<file path="config.mk">
export PLATFORM = sky130hd
export DESIGN_NAME = mips_mul_unit_flat
export DESIGN_NICKNAME = d
export VERILOG_FILES = /design/src/rtl/mips_mul_unit_if.sv /design/src/rtl/mips_mul_unit.sv /design/src/flat_wrapper.sv
export SDC_FILE = /design/constraint.sdc
export NUM_CORES = 1
export LEC_CHECK = 0
export ABC_CLOCK_PERIOD_IN_PS = 4100
export BUFFER_PORTS_ARGS = -buffer_cell sky130_fd_sc_hd__clkbuf_2
export CORE_ASPECT_RATIO = 1.5
export CORE_MARGIN = 1.5
export CORE_UTILIZATION = 54
export CTS_BUF_LIST = sky130_fd_sc_hd__clkbuf_4 sky130_fd_sc_hd__clkbuf_8
export CTS_CLUSTER_SIZE = 14
export DETAILED_ROUTE_END_ITERATION = 16
export MAX_ROUTING_LAYER = met4
export PLACE_DENSITY_LB_ADDON = 0.08
export SYNTH_ARGS = -nofsm -noshare
export SYNTH_HDL_FRONTEND = slang
export SYNTH_SLANG_ARGS = --single-unit
</file>
<file path="constraint.sdc">
create_clock -name CLK -period 4.1 [get_ports CLK]
set_clock_uncertainty 0.1 [all_clocks]
set_input_delay 0.82 -clock CLK [delete_from_list [all_inputs] [get_ports CLK]]
set_output_delay 0.82 -clock CLK [all_outputs]
set_load 0.02 [all_outputs]
</file>
<file path="src/rtl/mips_mul_unit_if.sv">
// Request/result bundle between the MIPS execute stage and the iterative multiply unit.
// The master side issues the operation; the slave side is the multiplier.
interface mips_mul_unit_if #(
  parameter int WIDTH = 16,
  parameter int TAG_W = 5
);
  logic                 St;
  logic                 SignedOp;
  logic [WIDTH-1:0]     Multiplicando;
  logic [WIDTH-1:0]     Multiplicador;
  logic [TAG_W-1:0]     TagIn;
  logic [2*WIDTH-1:0]   Produto;
  logic [TAG_W-1:0]     TagOut;
  logic                 Done;
  logic                 Busy;
  logic                 Stall;

  modport master (
    output St, SignedOp, Multiplicando, Multiplicador, TagIn,
    input  Produto, TagOut, Done, Busy, Stall
  );

  modport slave (
    input  St, SignedOp, Multiplicando, Multiplicador, TagIn,
    output Produto, TagOut, Done, Busy, Stall
  );
endinterface

</file>
<file path="src/rtl/mips_mul_unit.sv">
// Single-clock shift-add multiplier for the execute stage: signed/unsigned operands,
// optional early exit once the remaining multiplier bits are zero, rd tag carried to the result.
module mips_mul_unit #(
  parameter int WIDTH      = 16,
  parameter int EARLY_TERM = 1,
  parameter int TAG_W      = 5
) (
  input  logic          CLK,
  input  logic          RST,
  mips_mul_unit_if.slave bus
);

  localparam int PW = 2 * WIDTH;
  localparam int CW = (WIDTH > 1) ? $clog2(WIDTH) : 1;

  typedef enum logic [1:0] {IDLE, CALC, DONE} state_t;

  state_t             state_reg, state_next;
  logic [PW-1:0]      acc_reg, acc_next;
  logic [PW-1:0]      mcand_reg, mcand_next;
  logic [PW-1:0]      produto_reg, produto_next;
  logic [WIDTH-1:0]   mplier_reg, mplier_next;
  logic [CW-1:0]      cnt_reg, cnt_next;
  logic               neg_reg, neg_next;
  logic               done_reg, done_next;
  logic [TAG_W-1:0]   tag_reg, tag_next;
  logic [TAG_W-1:0]   tag_out_reg, tag_out_next;

  logic               accept;
  logic               last_iter;
  logic               early_hit;
  logic [WIDTH-1:0]   mag_a, mag_b;
  logic [WIDTH-1:0]   mplier_shift;
  logic [PW-1:0]      acc_sum;

  // Magnitudes fit in WIDTH unsigned bits, including the most negative value.
  assign mag_a = (bus.SignedOp && bus.Multiplicando[WIDTH-1]) ? -bus.Multiplicando : bus.Multiplicando;
  assign mag_b = (bus.SignedOp && bus.Multiplicador[WIDTH-1]) ? -bus.Multiplicador : bus.Multiplicador;

  assign accept       = bus.St && ((state_reg == IDLE) || (state_reg == DONE));
  assign mplier_shift = mplier_reg >> 1;
  assign acc_sum      = mplier_reg[0] ? (acc_reg + mcand_reg) : acc_reg;

  generate
    if (EARLY_TERM != 0) begin : g_early
      assign early_hit = (mplier_shift == '0);
    end else begin : g_fixed
      assign early_hit = 1'b0;
    end
  endgenerate

  assign last_iter = (cnt_reg == CW'(WIDTH - 1)) || early_hit;

  always_ff @(posedge CLK) begin
    if (RST) begin
      state_reg   <= IDLE;
      acc_reg     <= '0;
      mcand_reg   <= '0;
      mplier_reg  <= '0;
      cnt_reg     <= '0;
      neg_reg     <= 1'b0;
      tag_reg     <= '0;
      produto_reg <= '0;
      tag_out_reg <= '0;
      done_reg    <= 1'b0;
    end else begin
      state_reg   <= state_next;
      acc_reg     <= acc_next;
      mcand_reg   <= mcand_next;
      mplier_reg  <= mplier_next;
      cnt_reg     <= cnt_next;
      neg_reg     <= neg_next;
      tag_reg     <= tag_next;
      produto_reg <= produto_next;
      tag_out_reg <= tag_out_next;
      done_reg    <= done_next;
    end
  end

  always_comb begin
    state_next   = state_reg;
    acc_next     = acc_reg;
    mcand_next   = mcand_reg;
    mplier_next  = mplier_reg;
    cnt_next     = cnt_reg;
    neg_next     = neg_reg;
    tag_next     = tag_reg;
    produto_next = produto_reg;
    tag_out_next = tag_out_reg;
    done_next    = 1'b0;

    case (state_reg)
      IDLE, DONE: begin
        if (bus.St) begin
          acc_next    = '0;
          mcand_next  = {{WIDTH{1'b0}}, mag_a};
          mplier_next = mag_b;
          cnt_next    = '0;
          neg_next    = bus.SignedOp && (bus.Multiplicando[WIDTH-1] ^ bus.Multiplicador[WIDTH-1]);
          tag_next    = bus.TagIn;
          state_next  = CALC;
        end else begin
          state_next  = IDLE;
        end
      end
      CALC: begin
        acc_next    = acc_sum;
        mcand_next  = mcand_reg << 1;
        mplier_next = mplier_shift;
        cnt_next    = cnt_reg + CW'(1);
        if (last_iter) begin
          // A zero magnitude negates to zero, so no separate zero case is needed.
          produto_next = neg_reg ? -acc_sum : acc_sum;
          tag_out_next = tag_reg;
          done_next    = 1'b1;
          state_next   = DONE;
        end
      end
      default: state_next = IDLE;
    endcase
  end

  assign bus.Produto = produto_reg;
  assign bus.TagOut  = tag_out_reg;
  assign bus.Done    = done_reg;
  assign bus.Busy    = (state_reg == CALC);
  assign bus.Stall   = accept || (state_reg == CALC);

endmodule
</file>
<file path="src/flat_wrapper.sv">
// flat-port wrapper written by rule: the top's interface ports become plain ports
module mips_mul_unit_flat 
#(
  parameter int WIDTH      = 16,
  parameter int EARLY_TERM = 1,
  parameter int TAG_W      = 5
)
  (CLK, RST, bus_St, bus_SignedOp, bus_Multiplicando, bus_Multiplicador, bus_TagIn, bus_Produto, bus_TagOut, bus_Done, bus_Busy, bus_Stall);
  mips_mul_unit_if #(.WIDTH(WIDTH), .TAG_W(TAG_W)) bus_i ();
  input  logic CLK;
  input  logic RST;
  input wire logic [$bits(bus_i.St)-1:0] bus_St;
  input wire logic [$bits(bus_i.SignedOp)-1:0] bus_SignedOp;
  input wire logic [$bits(bus_i.Multiplicando)-1:0] bus_Multiplicando;
  input wire logic [$bits(bus_i.Multiplicador)-1:0] bus_Multiplicador;
  input wire logic [$bits(bus_i.TagIn)-1:0] bus_TagIn;
  output wire logic [$bits(bus_i.Produto)-1:0] bus_Produto;
  output wire logic [$bits(bus_i.TagOut)-1:0] bus_TagOut;
  output wire logic [$bits(bus_i.Done)-1:0] bus_Done;
  output wire logic [$bits(bus_i.Busy)-1:0] bus_Busy;
  output wire logic [$bits(bus_i.Stall)-1:0] bus_Stall;
  assign bus_i.St = bus_St;
  assign bus_i.SignedOp = bus_SignedOp;
  assign bus_i.Multiplicando = bus_Multiplicando;
  assign bus_i.Multiplicador = bus_Multiplicador;
  assign bus_i.TagIn = bus_TagIn;
  assign bus_Produto = bus_i.Produto;
  assign bus_TagOut = bus_i.TagOut;
  assign bus_Done = bus_i.Done;
  assign bus_Busy = bus_i.Busy;
  assign bus_Stall = bus_i.Stall;
  mips_mul_unit #(.WIDTH(WIDTH), .EARLY_TERM(EARLY_TERM), .TAG_W(TAG_W)) u_core (.CLK(CLK), .RST(RST), .bus(bus_i));
endmodule
</file>
==> results.json <==
{
  "synth_nets": 1202,
  "synthMuxAreaShare": 0.0181,
  "cap_violations": 0,
  "grtUsageMet3": 0.0515,
  "ios": 81,
  "busiest_layer": "met2",
  "grt_overflow": 0,
  "cp_top_family": "compound AO/OA/AOI/OAI gates",
  "cp_data_arrival_time_ps": 4210,
  "diodes": 0,
  "synth_top_family_by_area": "compound AO/OA/AOI/OAI gates",
  "yosysUniqueCellTypes": 91,
  "finalCritPeriodShare": 0.966,
  "wire_per_inst_um": 17.8,
  "grt_pass1_vias": 8019,
  "totalWireLength_mm": 25.1,
  "htree_levels": 4,
  "clockBufferDepth": 2,
  "startpoint_type": "flop",
  "p_per_area_mw_per_mm2": 304,
  "die_w_um": 106,
  "synth.ff_latch_count": 130,
  "path_cells": "ha_1, fa_2, a211oi_4, o21ai_1, a221o_1, nand4b_2, nor2_4, nand4_4, or4_4, buf_4, o41ai_2, xor2_1, o21ai_1",
  "final_area_mm2": 0.00971,
  "grt_use_total": 0.313,
  "drcViolationCount": 0,
  "peakVddDrop_mv": 0.197,
  "dp.final_hpwl_mm": 18.9,
  "crit_required_ps": 4350,
  "core_mm2": 0.0156,
  "drive_above_1_share": 0.169,
  "power_uw": 2960,
  "synth_edf_count": 0,
  "ys.flop_type": "dfxtp_1",
  "clockRootBuffer": "clkbuf_8",
  "outcome": "completed",
  "synthCells": 1125,
  "cp_slowest_stage_delay_ps": 520,
  "grt_max_degree": 113,
  "synth_compound_area_frac": 0.302,
  "area_growth_pct": 12.6,
  "crit_fanout": 5,
  "worst-path-buf-inv": 1,
  "dr_total_vias": 8584,
  "synth-adder-area-share": 0.0531,
  "cts-buffers-inserted": 17,
  "postCtsSetupBuffers": 0,
  "slew_violations": 0,
  "cts_hold_buf": 0,
  "antenna_found_initial": 0,
  "drt-initial-drc-count": 472,
  "grt_use_met2": 0.583,
  "min_period_ps": 3960,
  "layout.nets": 1271,
  "hp-class": "flop to flop",
  "setup_viol": 0,
  "met1_usage": 0.293,
  "worst_slew_pin_slew_ps": 1200,
  "ant_nets": 0,
  "first_pass_iters": 7,
  "async_flop_share": 0,
  "grt_first_pass_wirelength_mm": 39.8,
  "synth_simple_gate_area_frac": 0.226,
  "path_clk_slew_ps": 90,
  "synthXorXnorAreaFrac": 0.0557,
  "clock-sinks": 130,
  "worst-setup-path-type": "flop to flop",
  "vias_per_cell": 6.09,
  "num_rows": 56,
  "crit_path_frequent_cell": "o21ai_1",
  "design.die.area_mm2": 0.0168,
  "n_fill_cell": 1472,
  "hold_viol_final": 0,
  "place_area_mm2": 0.00930,
  "cts_tree": "done",
  "p_leak_uw": 0.00398,
  "cpMaxStageDelayCell": "or4_4",
  "slew_headroom": 0.200,
  "yosys_warnings": 0,
  "cts_resized": 0,
  "place.gp.congestion": 0.958,
  "syn_area_mm2": 0.00863,
  "max_freq_mhz": 253,
  "yosysSeqAreaShare": 0.302,
  "critPathCaptureType": "flop",
  "clk_latency_ps": 470,
  "start_util": 0.552,
  "synth_area_per_cell_um2": 7.67,
  "die_h_um": 158,
  "io_buffers": 80
}
[synth_stat cells (4+ instances only)]
library cell,number,area (um^2)
a211o_1,4,35.0
a211oi_1,13,97.6
a21o_1,12,90.1
a21oi_1,121,606
a221oi_1,4,35.0
a22oi_1,72,541
a31oi_1,11,68.8
and2_1,7,43.8
and3_1,13,81.3
buf_1,7,26.3
buf_6,4,45.0
clkbuf_1,54,203
dfxtp_1,130,2600
ha_1,35,438
inv_1,20,75.1
mux2i_1,10,100
nand2_1,139,522
nand2b_1,10,62.6
nand3_1,30,150
nand4_1,13,81.3
nor2_1,121,454
nor2b_1,8,50.1
nor3_1,24,120
nor4_1,7,43.8
o211ai_1,9,67.6
o21a_1,9,67.6
o21ai_0,59,295
o21ai_1,4,20.0
o21bai_1,6,45.0
o31ai_1,10,75.1
o41ai_1,4,35.0
or2_2,4,25.0
or3_1,13,81.3
or4_1,6,45.0
xnor2_1,32,280
xor2_1,21,184
[placed cells by master, fill, tap and decap left out, types with 9 or more instances in the layout]
cell type / Yosys / layout
nand2_1: 139 / 139
dfxtp_1: 130 / 129
nor2_1: 121 / 119
a21oi_1: 121 / 119
clkbuf_2: 0 / 79
a22oi_1: 72 / 72
o21ai_0: 59 / 58
buf_4: 0 / 39
ha_1: 35 / 35
xnor2_1: 32 / 32
nand3_1: 30 / 30
nor3_1: 24 / 24
xor2_1: 21 / 21
inv_1: 20 / 19
clkbuf_8: 1 / 18
and3_1: 13 / 13
a211oi_1: 13 / 13
nand4_1: 13 / 13
or3_1: 13 / 12
a21o_1: 12 / 12
nand2b_1: 10 / 10
mux2i_1: 10 / 10
o31ai_1: 10 / 10
a31oi_1: 11 / 10
o211ai_1: 9 / 9
o21a_1: 9 / 9
[cells by family after synthesis]
logic type	Yosys count
adder cells (fa/ha/maj)	36
multiplexers	14
AND/OR/NAND/NOR	414
flip-flops	130
buffers and inverters	89
XOR/XNOR	54
AO/OA/AOI/OAI	388
[final timing paths]
kind,start,end,slack (ps),cells after the start
max,u_core.mcand_reg[0],u_core.bus.Produto[30],140,13
min,u_core.bus.Produto[28],u_core.bus.Produto[28],350,2
max reg2reg,u_core.mcand_reg[0],u_core.bus.Produto[30],140,13
min reg2reg,u_core.bus.Produto[28],u_core.bus.Produto[28],350,2
[through the flow]
stage,std cells,TNS [ps],setup slack [ps],util,hold slack [ps]
2_1_floorplan,1125,0,266,-,332
3_3_place_gp,1378,0,171,0.595,339
3_5_place_dp,1378,0,100,0.595,342
4_1_cts,1410,0,68.8,0.618,354
5_1_grt,1410,-14.7,-14.7,0.622,366
6_report,1410,0,141,0.622,351
[metal layers]
| metal | part of all wire | routed length (um) | up-vias |
|---|---|---|---|
| li1 | - | - | 4285 |
| met1 | 0.37 | 9250 | 4003 |
| met2 | 0.53 | 13300 | 192 |
| met3 | 0.031 | 780 | 104 |
| met4 | 0.070 | 1750 | 0 |
| met5 | 0 | 0 | - |
[worst reg2reg max path: cells and delay by family (launching register included)]
family	cells	cell delay (ps)
compound gates	5	1290
xor+xnor	1	170
fa+ha+maj	2	680
buf+inv	1	170
flops	1	340
simple gates	4	1100
[layout make-up]
cell class	instances	area, um^2	share of cell area
multi-input cells	906	5730	0.590
flip-flops and latches	130	2600	0.268
repair buffers	118	688	0.0708
clock buffers	19	255	0.0263
well taps	203	254	0.0261
clock inverters	13	103	0.0106
inverters	21	78.8	0.00811
[power by group]
part           total, uW  internal, uW  switching, uW
clock               1020           449            575
sequential          1350          1310           43.2
combinational        585           210            375
Note: power is estimated with default switching activity, not from simulation.
